==> config.mk <==
export PLATFORM = sky130hd
export DESIGN_NAME = wb_splitter_n
export DESIGN_NICKNAME = d
export VERILOG_FILES = /design/src/rtl/wb_split_pkg.sv /design/src/rtl/wb_addr_decode.sv /design/src/rtl/wb_splitter_n.sv
export SDC_FILE = /design/constraint.sdc
export NUM_CORES = 1
export LEC_CHECK = 0
export CAP_MARGIN = 0
export CORE_AREA = 2 2 151 153
export CTS_CLUSTER_SIZE = 28
export DETAILED_ROUTE_END_ITERATION = 7
export DIE_AREA = 0 0 153 155
export GPL_TIMING_DRIVEN = 0
export PLACE_DENSITY_LB_ADDON = 0.2
export SLEW_MARGIN = 15
export SYNTH_ARGS = -nofsm -noshare
export SYNTH_HDL_FRONTEND = slang
export SYNTH_SLANG_ARGS = --single-unit
==> constraint.sdc <==
create_clock -name wb_clk -period 3.4 [get_ports wb_clk]
set_input_delay 0.68 -clock wb_clk [delete_from_list [all_inputs] [get_ports wb_clk]]
set_output_delay 0.68 -clock wb_clk [all_outputs]
set_load 0.1 [all_outputs]
==> src/rtl/wb_split_pkg.sv <==
// wb_split_pkg: shared types and constants for the Wishbone splitter.
package wb_split_pkg;
  typedef enum logic [1:0] {IDLE, WAIT, ERR} state_t;
  localparam logic [1:0] ERR_NONE = 2'b00;
  localparam logic [1:0] ERR_UNMAPPED = 2'b01;
  localparam logic [1:0] ERR_TIMEOUT = 2'b10;
  localparam int DFLT_REGION_LOG2 = 16;
  localparam int DFLT_TIMEOUT = 255;
  localparam logic [31:0] DFLT_DATA_WORD = 32'hDEAD_BEEF;
  function automatic int idx_width(input int n);
    return n > 1 ? $clog2(n) : 1;
  endfunction
endpackage

==> src/rtl/wb_addr_decode.sv <==
// wb_addr_decode: N-way region compare with lowest-index priority.
module wb_addr_decode import wb_split_pkg::*; #(
  parameter int N_SLAVES = 8,
  parameter int ADDR_W = 32,
  parameter int REGION_LOG2 = DFLT_REGION_LOG2,
  parameter logic [N_SLAVES*ADDR_W-1:0] SLAVE_BASE = '0,
  parameter int IDX_W = idx_width(N_SLAVES)
) (
  input  logic [ADDR_W-REGION_LOG2-1:0] adr_hi,
  output logic [N_SLAVES-1:0]           hit,
  output logic                          hit_valid,
  output logic [IDX_W-1:0]              idx
);
  logic [N_SLAVES-1:0] match;
  for (genvar i = 0; i < N_SLAVES; i++) begin : g_cmp
    assign match[i] = adr_hi == SLAVE_BASE[i*ADDR_W+REGION_LOG2 +: ADDR_W-REGION_LOG2];
  end
  // isolate the lowest set bit so overlapping regions stay one-hot
  assign hit = match & (~match + N_SLAVES'(1));
  assign hit_valid = |match;
  always_comb begin
    idx = '0;
    for (int i = N_SLAVES - 1; i >= 0; i--)
      if (match[i]) idx = IDX_W'(i);
  end
endmodule

==> src/rtl/wb_splitter_n.sv <==
// wb_splitter_n: Wishbone 1-to-N splitter with timeout watchdog and sticky error capture.
module wb_splitter_n import wb_split_pkg::*; #(
  parameter int N_SLAVES = 8,
  parameter int ADDR_W = 32,
  parameter int DATA_W = 32,
  parameter logic [N_SLAVES*ADDR_W-1:0] SLAVE_BASE = '0,
  parameter int REGION_LOG2 = DFLT_REGION_LOG2,
  parameter int TIMEOUT = DFLT_TIMEOUT,
  parameter logic [DATA_W-1:0] DFLT_DATA = DFLT_DATA_WORD
) (
  input  logic                       wb_clk,
  input  logic                       wb_rst_n,
  input  logic [ADDR_W-1:0]          wb_adr,
  input  logic                       wb_we,
  input  logic                       wb_stb,
  input  logic                       wb_cyc,
  output logic [DATA_W-1:0]          wb_dat_o,
  output logic                       wb_ack,
  output logic                       wb_err,
  output logic [N_SLAVES-1:0]        s_stb,
  output logic [N_SLAVES-1:0]        s_cyc,
  input  logic [N_SLAVES*DATA_W-1:0] s_dat,
  input  logic [N_SLAVES-1:0]        s_ack,
  input  logic                       err_clr,
  output logic                       err_valid,
  output logic [1:0]                 err_code,
  output logic [ADDR_W-1:0]          err_addr
);
  localparam int IDX_W = idx_width(N_SLAVES);
  localparam int CNT_W = $clog2(TIMEOUT + 1);
  state_t state;
  logic [IDX_W-1:0] idx_q, dec_idx, sel_idx;
  logic [N_SLAVES-1:0] dec_oh, sel_oh;
  logic [CNT_W-1:0] cnt;
  logic [ADDR_W-1:0] adr_q;
  logic dec_hit, req, active, sel_ack, tmo, go_err;
  wb_addr_decode #(
    .N_SLAVES(N_SLAVES), .ADDR_W(ADDR_W), .REGION_LOG2(REGION_LOG2),
    .SLAVE_BASE(SLAVE_BASE), .IDX_W(IDX_W)
  ) u_dec (
    .adr_hi(wb_adr[ADDR_W-1:REGION_LOG2]),
    .hit(dec_oh),
    .hit_valid(dec_hit),
    .idx(dec_idx)
  );
  assign req = wb_cyc & wb_stb;
  // IDLE follows the live decode; WAIT holds the selection latched at request time
  assign sel_idx = state == IDLE ? dec_idx : idx_q;
  assign sel_oh = state == IDLE ? dec_oh : N_SLAVES'(1) << idx_q;
  assign active = wb_rst_n & ((state == IDLE & req & dec_hit) | (state == WAIT & wb_cyc));
  assign sel_ack = s_ack[sel_idx];
  assign tmo = cnt >= CNT_W'(TIMEOUT - 1);
  assign go_err = (state == IDLE & req & ~dec_hit) | (state == WAIT & wb_cyc & ~sel_ack & tmo);
  assign s_cyc = active ? sel_oh : '0;
  assign s_stb = (active & wb_stb) ? sel_oh : '0;
  assign wb_ack = active & sel_ack;
  assign wb_err = state == ERR;
  assign wb_dat_o = active ? s_dat[sel_idx*DATA_W +: DATA_W] : DFLT_DATA;
  always_ff @(posedge wb_clk or negedge wb_rst_n) begin
    if (!wb_rst_n) begin
      state <= IDLE;
      idx_q <= '0;
      adr_q <= '0;
      cnt <= '0;
    end else if (state == IDLE) begin
      if (req) begin
        idx_q <= dec_idx;
        adr_q <= wb_adr;
        cnt <= '0;
        state <= !dec_hit ? ERR : sel_ack ? IDLE : WAIT;
      end
    end else if (state == WAIT) begin
      cnt <= cnt == CNT_W'(TIMEOUT) ? cnt : cnt + 1'b1;
      state <= (!wb_cyc || sel_ack) ? IDLE : tmo ? ERR : WAIT;
    end else begin
      state <= IDLE;
    end
  end
  // a fresh error wins over a simultaneous clear; otherwise the first error is kept
  always_ff @(posedge wb_clk or negedge wb_rst_n) begin
    if (!wb_rst_n) begin
      err_valid <= 1'b0;
      err_code <= ERR_NONE;
      err_addr <= '0;
    end else if (go_err && (!err_valid || err_clr)) begin
      err_valid <= 1'b1;
      err_code <= state == IDLE ? ERR_UNMAPPED : ERR_TIMEOUT;
      err_addr <= state == IDLE ? wb_adr : adr_q;
    end else if (err_clr) begin
      err_valid <= 1'b0;
      err_code <= ERR_NONE;
      err_addr <= '0;
    end
  end
endmodule
==> results.md <==
- The final clock skew is between 10 and 15 ps.
- The total placed instance area is 5954 sq um.
- For the final routed database, the setup TNS stands at 0 ps.
- 387 I/O pins were placed.
- The area share of the largest cell type after synthesis is around 47%.
- The pin count of the biggest net entering global routing is 50.
- The CTS tree is built.
- On the final layout, the worst hold slack is ~300 ps.
- At the worst endpoint, the required time is about 2700 ps.
- The final clock period utilization by the worst path is 97.30%.
- In the routed layout, each cell is associated on average with a via count of between 4 and 5.
- The buffering stage count on the worst path with inverters included is 5.
- The critical setup path kind is input port to output pin.
- The number of distinct standard cells referenced by the synthesized netlist is 37.
- Summing over every cut layer, the via total after detailed routing is between 3000 and 4000.
- The global routing met2 resource utilization is between 10% and 20%.
- In the post-synthesis netlist, the biggest area contributors are sky130_fd_sc_hd__dfrtp_1, sky130_fd_sc_hd__mux2i_1, sky130_fd_sc_hd__nand2_1.
- The average footprint of a synthesized cell is ~9.9 sq um.
- For the worst setup path, the data arrival time is 2630 ps.
- After detailed routing, the number of remaining DRC violations is 0.
- The aggregate global-route resource usage is 13.98%.
- Setup slack closes at 91.91 ps.
- The core region area is 22230 sq um.
- The summed area of non-filler cells in the final layout is ~6500 sq um.
- The largest single stage delay on the critical path is between 400 and 500 ps.
- Setup repair after global routing left no endpoint under its margin.
- The relative slew slack is around 30%.
- The worst setup path is captured at an output pin.
- The starting utilization of the core area is 18.55%.
- The port buffer count is between 100 and 150.
- The number of pins with negative max-slew slack in the final report is 0.
- The critical path's top delay family is buffers and inverters.
- The level count of the clock H-tree is 3.
- The number of antenna violations at the first check in global routing is 3.
- The flow ran to the end, and the final reports show no timing, DRC or antenna violations.
- The count of clock tree sinks is 77.
- The horizontal extent of the die is ~150 microns.
- The longest clock path from root to sink contains 2 buffers.
- The leading area contributor after synthesis is sky130_fd_sc_hd__dfrtp_1.
- The synthesis-to-finish area growth is 56.48%.
- The die outline height is 155 microns.
- The global-route congestion overflow total is 0.
- Clock tree synthesis inserted a total of 9 buffers.
- The slowest cell on the critical path is sky130_fd_sc_hd__clkdlybuf4s50_1.
- The storage element area is 1927 sq um.
- The worst ir drop on vdd is about 0.26 mV.
- The worst setup slack before clock tree synthesis is -1823 ps.
- The final critical path time including I/O delays and setup is between 3000 and 4000 ps.
- Summed over all cells, the static leakage comes to between 3 and 4 nW.
- In this run the most used layer during global routing was met1.
- The total number of placement rows is 55.
- For the worst-skew pair, the clock arrives at the later sink with an insertion delay of ~350 ps.
- The final net count is about 900.
- The post-detailed-route wirelength per cell is around 19 microns.
- The post-DP HPWL is 12650 microns.
- Clock-pin slew was measured on the worst setup and hold paths at 60 ps.
- For this run, the register share of the synthesized area comes to 46.74%.
- After detailed routing, the total wire length is about 16000 microns.
- The number of global-route vias before repair is between 3000 and 4000.
- Static timing analysis puts the maximum clock frequency at 0.3023 GHz.
- The cell count after synthesis came out at about 420.
- The first global-routing pass estimated 24450 microns of wire.
- Summing every instance area after synthesis gives between 4000 and 5000 sq um.
- The fraction of layout cells with a size suffix above 1 is between 15 and 20%.
- The maximum fanout along the worst path is 10.
- The cell area power density is roughly 460 nW/um^2.
- The max-cap violation count is 0.
- The path class of the lowest-slack min-delay path is input port to async pin.
- The remaining antenna violation count after routing is 0.
- The number of DRC markers after the initial detailed-route iteration is ~170.
- The met3 layer usage reported by global route is 6.184%.
- At the pin with the least slew margin, the transition time is about 1000 ps.
- For this run, the detailed router's first-pass iteration total came to 6.
- The footprint of the multi-input gates is just over 2000 sq um.
- For this run, global-route usage on met1 was measured as approximately a fifth.
- The root buffer cell chosen for the clock tree is sky130_fd_sc_hd__clkbuf_16.
- The startpoint type of the worst setup path is an input port.
- Traced cell by cell, the critical path runs through clkdlybuf4s50_1 -> nor4_2 -> nand4_1 -> buf_4 -> o21ai_4 -> buf_4 -> clkbuf_4 -> and3_4 -> buf_12.
- Setup violations remaining at the end of the flow were counted as 0.
- Counting the fill cells in the layout gives 2332.
- The Yosys step of the flow raised 0 warnings.
- The hold violation total from the final report is 0.
- The die covers between 20000 and 25000 sq um.
- The flip-flop and latch count after synthesis is between 70 and 80.
- The cell that appears most often on the critical path is sky130_fd_sc_hd__buf_4.
- Routability-driven placement finished with a final weighted congestion of 0.8295.
-- report_power, final --
group          total (W)  switching (W)  internal (W)
combinational   0.000766       0.000526      0.000240
clock            0.00115       0.000405      0.000741
sequential       0.00107      0.0000558       0.00101
total            0.00298       0.000987       0.00199
-- area by class of cell --
type	instances	share of cell area, %
multi-input cells	307	31.61
flip-flops and latches	77	29.87
repair buffers	145	22.89
well taps	285	5.528
plain buffers	42	4.209
clock buffers	11	3.763
clock inverters	5	1.649
diodes	8	0.3103
inverters	3	0.1746
-- per-stage QoR --
step           util, %  instances  total power (W)
2_1_floorplan        -        429         0.001590
3_3_place_gp     26.68        854         0.001843
3_5_place_dp     26.79        855         0.001852
4_1_cts          28.33        875         0.003025
5_1_grt          28.93        875         0.003122
6_report         29.02        883         0.002979
-- placed cells by master, fill, tap and decap left out, types with 9 or more instances in the layout --
cell type	Yosys	layout
sky130_fd_sc_hd__buf_4	16	37
sky130_fd_sc_hd__buf_6	1	9
sky130_fd_sc_hd__clkbuf_1	16	17
sky130_fd_sc_hd__clkbuf_16	0	9
sky130_fd_sc_hd__clkdlybuf4s50_1	0	97
sky130_fd_sc_hd__conb_1	1	14
sky130_fd_sc_hd__dfrtp_1	77	77
sky130_fd_sc_hd__mux2i_1	64	64
sky130_fd_sc_hd__nand2_1	102	102
sky130_fd_sc_hd__nand2b_1	32	32
sky130_fd_sc_hd__nand3b_1	25	25
-- what timing repair did --
| item | in CTS | in global routing |
|---|---|---|
| pin swaps | 3 | 4 |
| hold buffers | 0 | 0 |
| hold endpoints to repair | 0 | 0 |
| buffers inserted | 4 | 0 |
| resized for setup | 215 | 58 |
| cloned | 0 | 0 |
| endpoints found under the setup margin | 36 | 34 |
-- cells by family (layout without fill, tap and decap cells) --
family / Yosys count / after routing / synth area share, %
AOI/OAI and AO/OA: 25 / 25 / 4.522
adders and majority gates: 2 / 2 / 0.6069
buffers and inverters: 45 / 206 / 6.738
DFF: 77 / 77 / 46.74
muxes: 64 / 64 / 15.54
other: 1 / 22 / 0.09096
and+or+nand+nor: 202 / 202 / 25.77
-- Yosys cell counts, drive strengths merged --
cell     number
ha            2
nand2       102
a211oi        1
nor2          4
nor3          1
inv           3
conb          1
nand4bb       1
mux2i        64
and2          3
o31ai         6
nor2b         1
o41ai         1
o21ai         5
a21oi         7
and3         11
a211o         1
dfrtp        77
o211ai        1
nor4          4
nand2b       32
buf          26
nand3b       26
o32a          1
clkbuf       16
or4           8
a41o          1
and2b         2
nand4         3
nand3         4
a2bb2oi       1
-- routing by layer --
metal,routed length [microns],vias up
met1,7521,1723
li1,-,1738
met3,2333,11
met2,6289,150
met4,216,0
met5,0,-
-- sequential cells by signal, indices dropped and copies added, names as in the netlist --
| name | cells |
|---|---|
| adr_q | 32 |
| cnt | 8 |
| err_code | 2 |
| state | 2 |
| err_valid | 1 |
| err_addr | 32 |
-- path summary, 6_finish.rpt --
kind | start | to | slack, ps | cells past startpoint
min in group wb_clk | adr_q[25] | adr_q[25] | 470 | 2
max in group asynchronous | wb_rst_n | cnt[5] | 2460 | 2
min | wb_rst_n | err_addr[15] | 300 | 1
min reg2reg | adr_q[25] | adr_q[25] | 470 | 2
max reg2reg | state[1] | err_addr[6] | 1270 | 5
max | wb_adr[23] | wb_dat_o[20] | 90 | 9
Note: power is estimated with default switching activity, not from simulation.
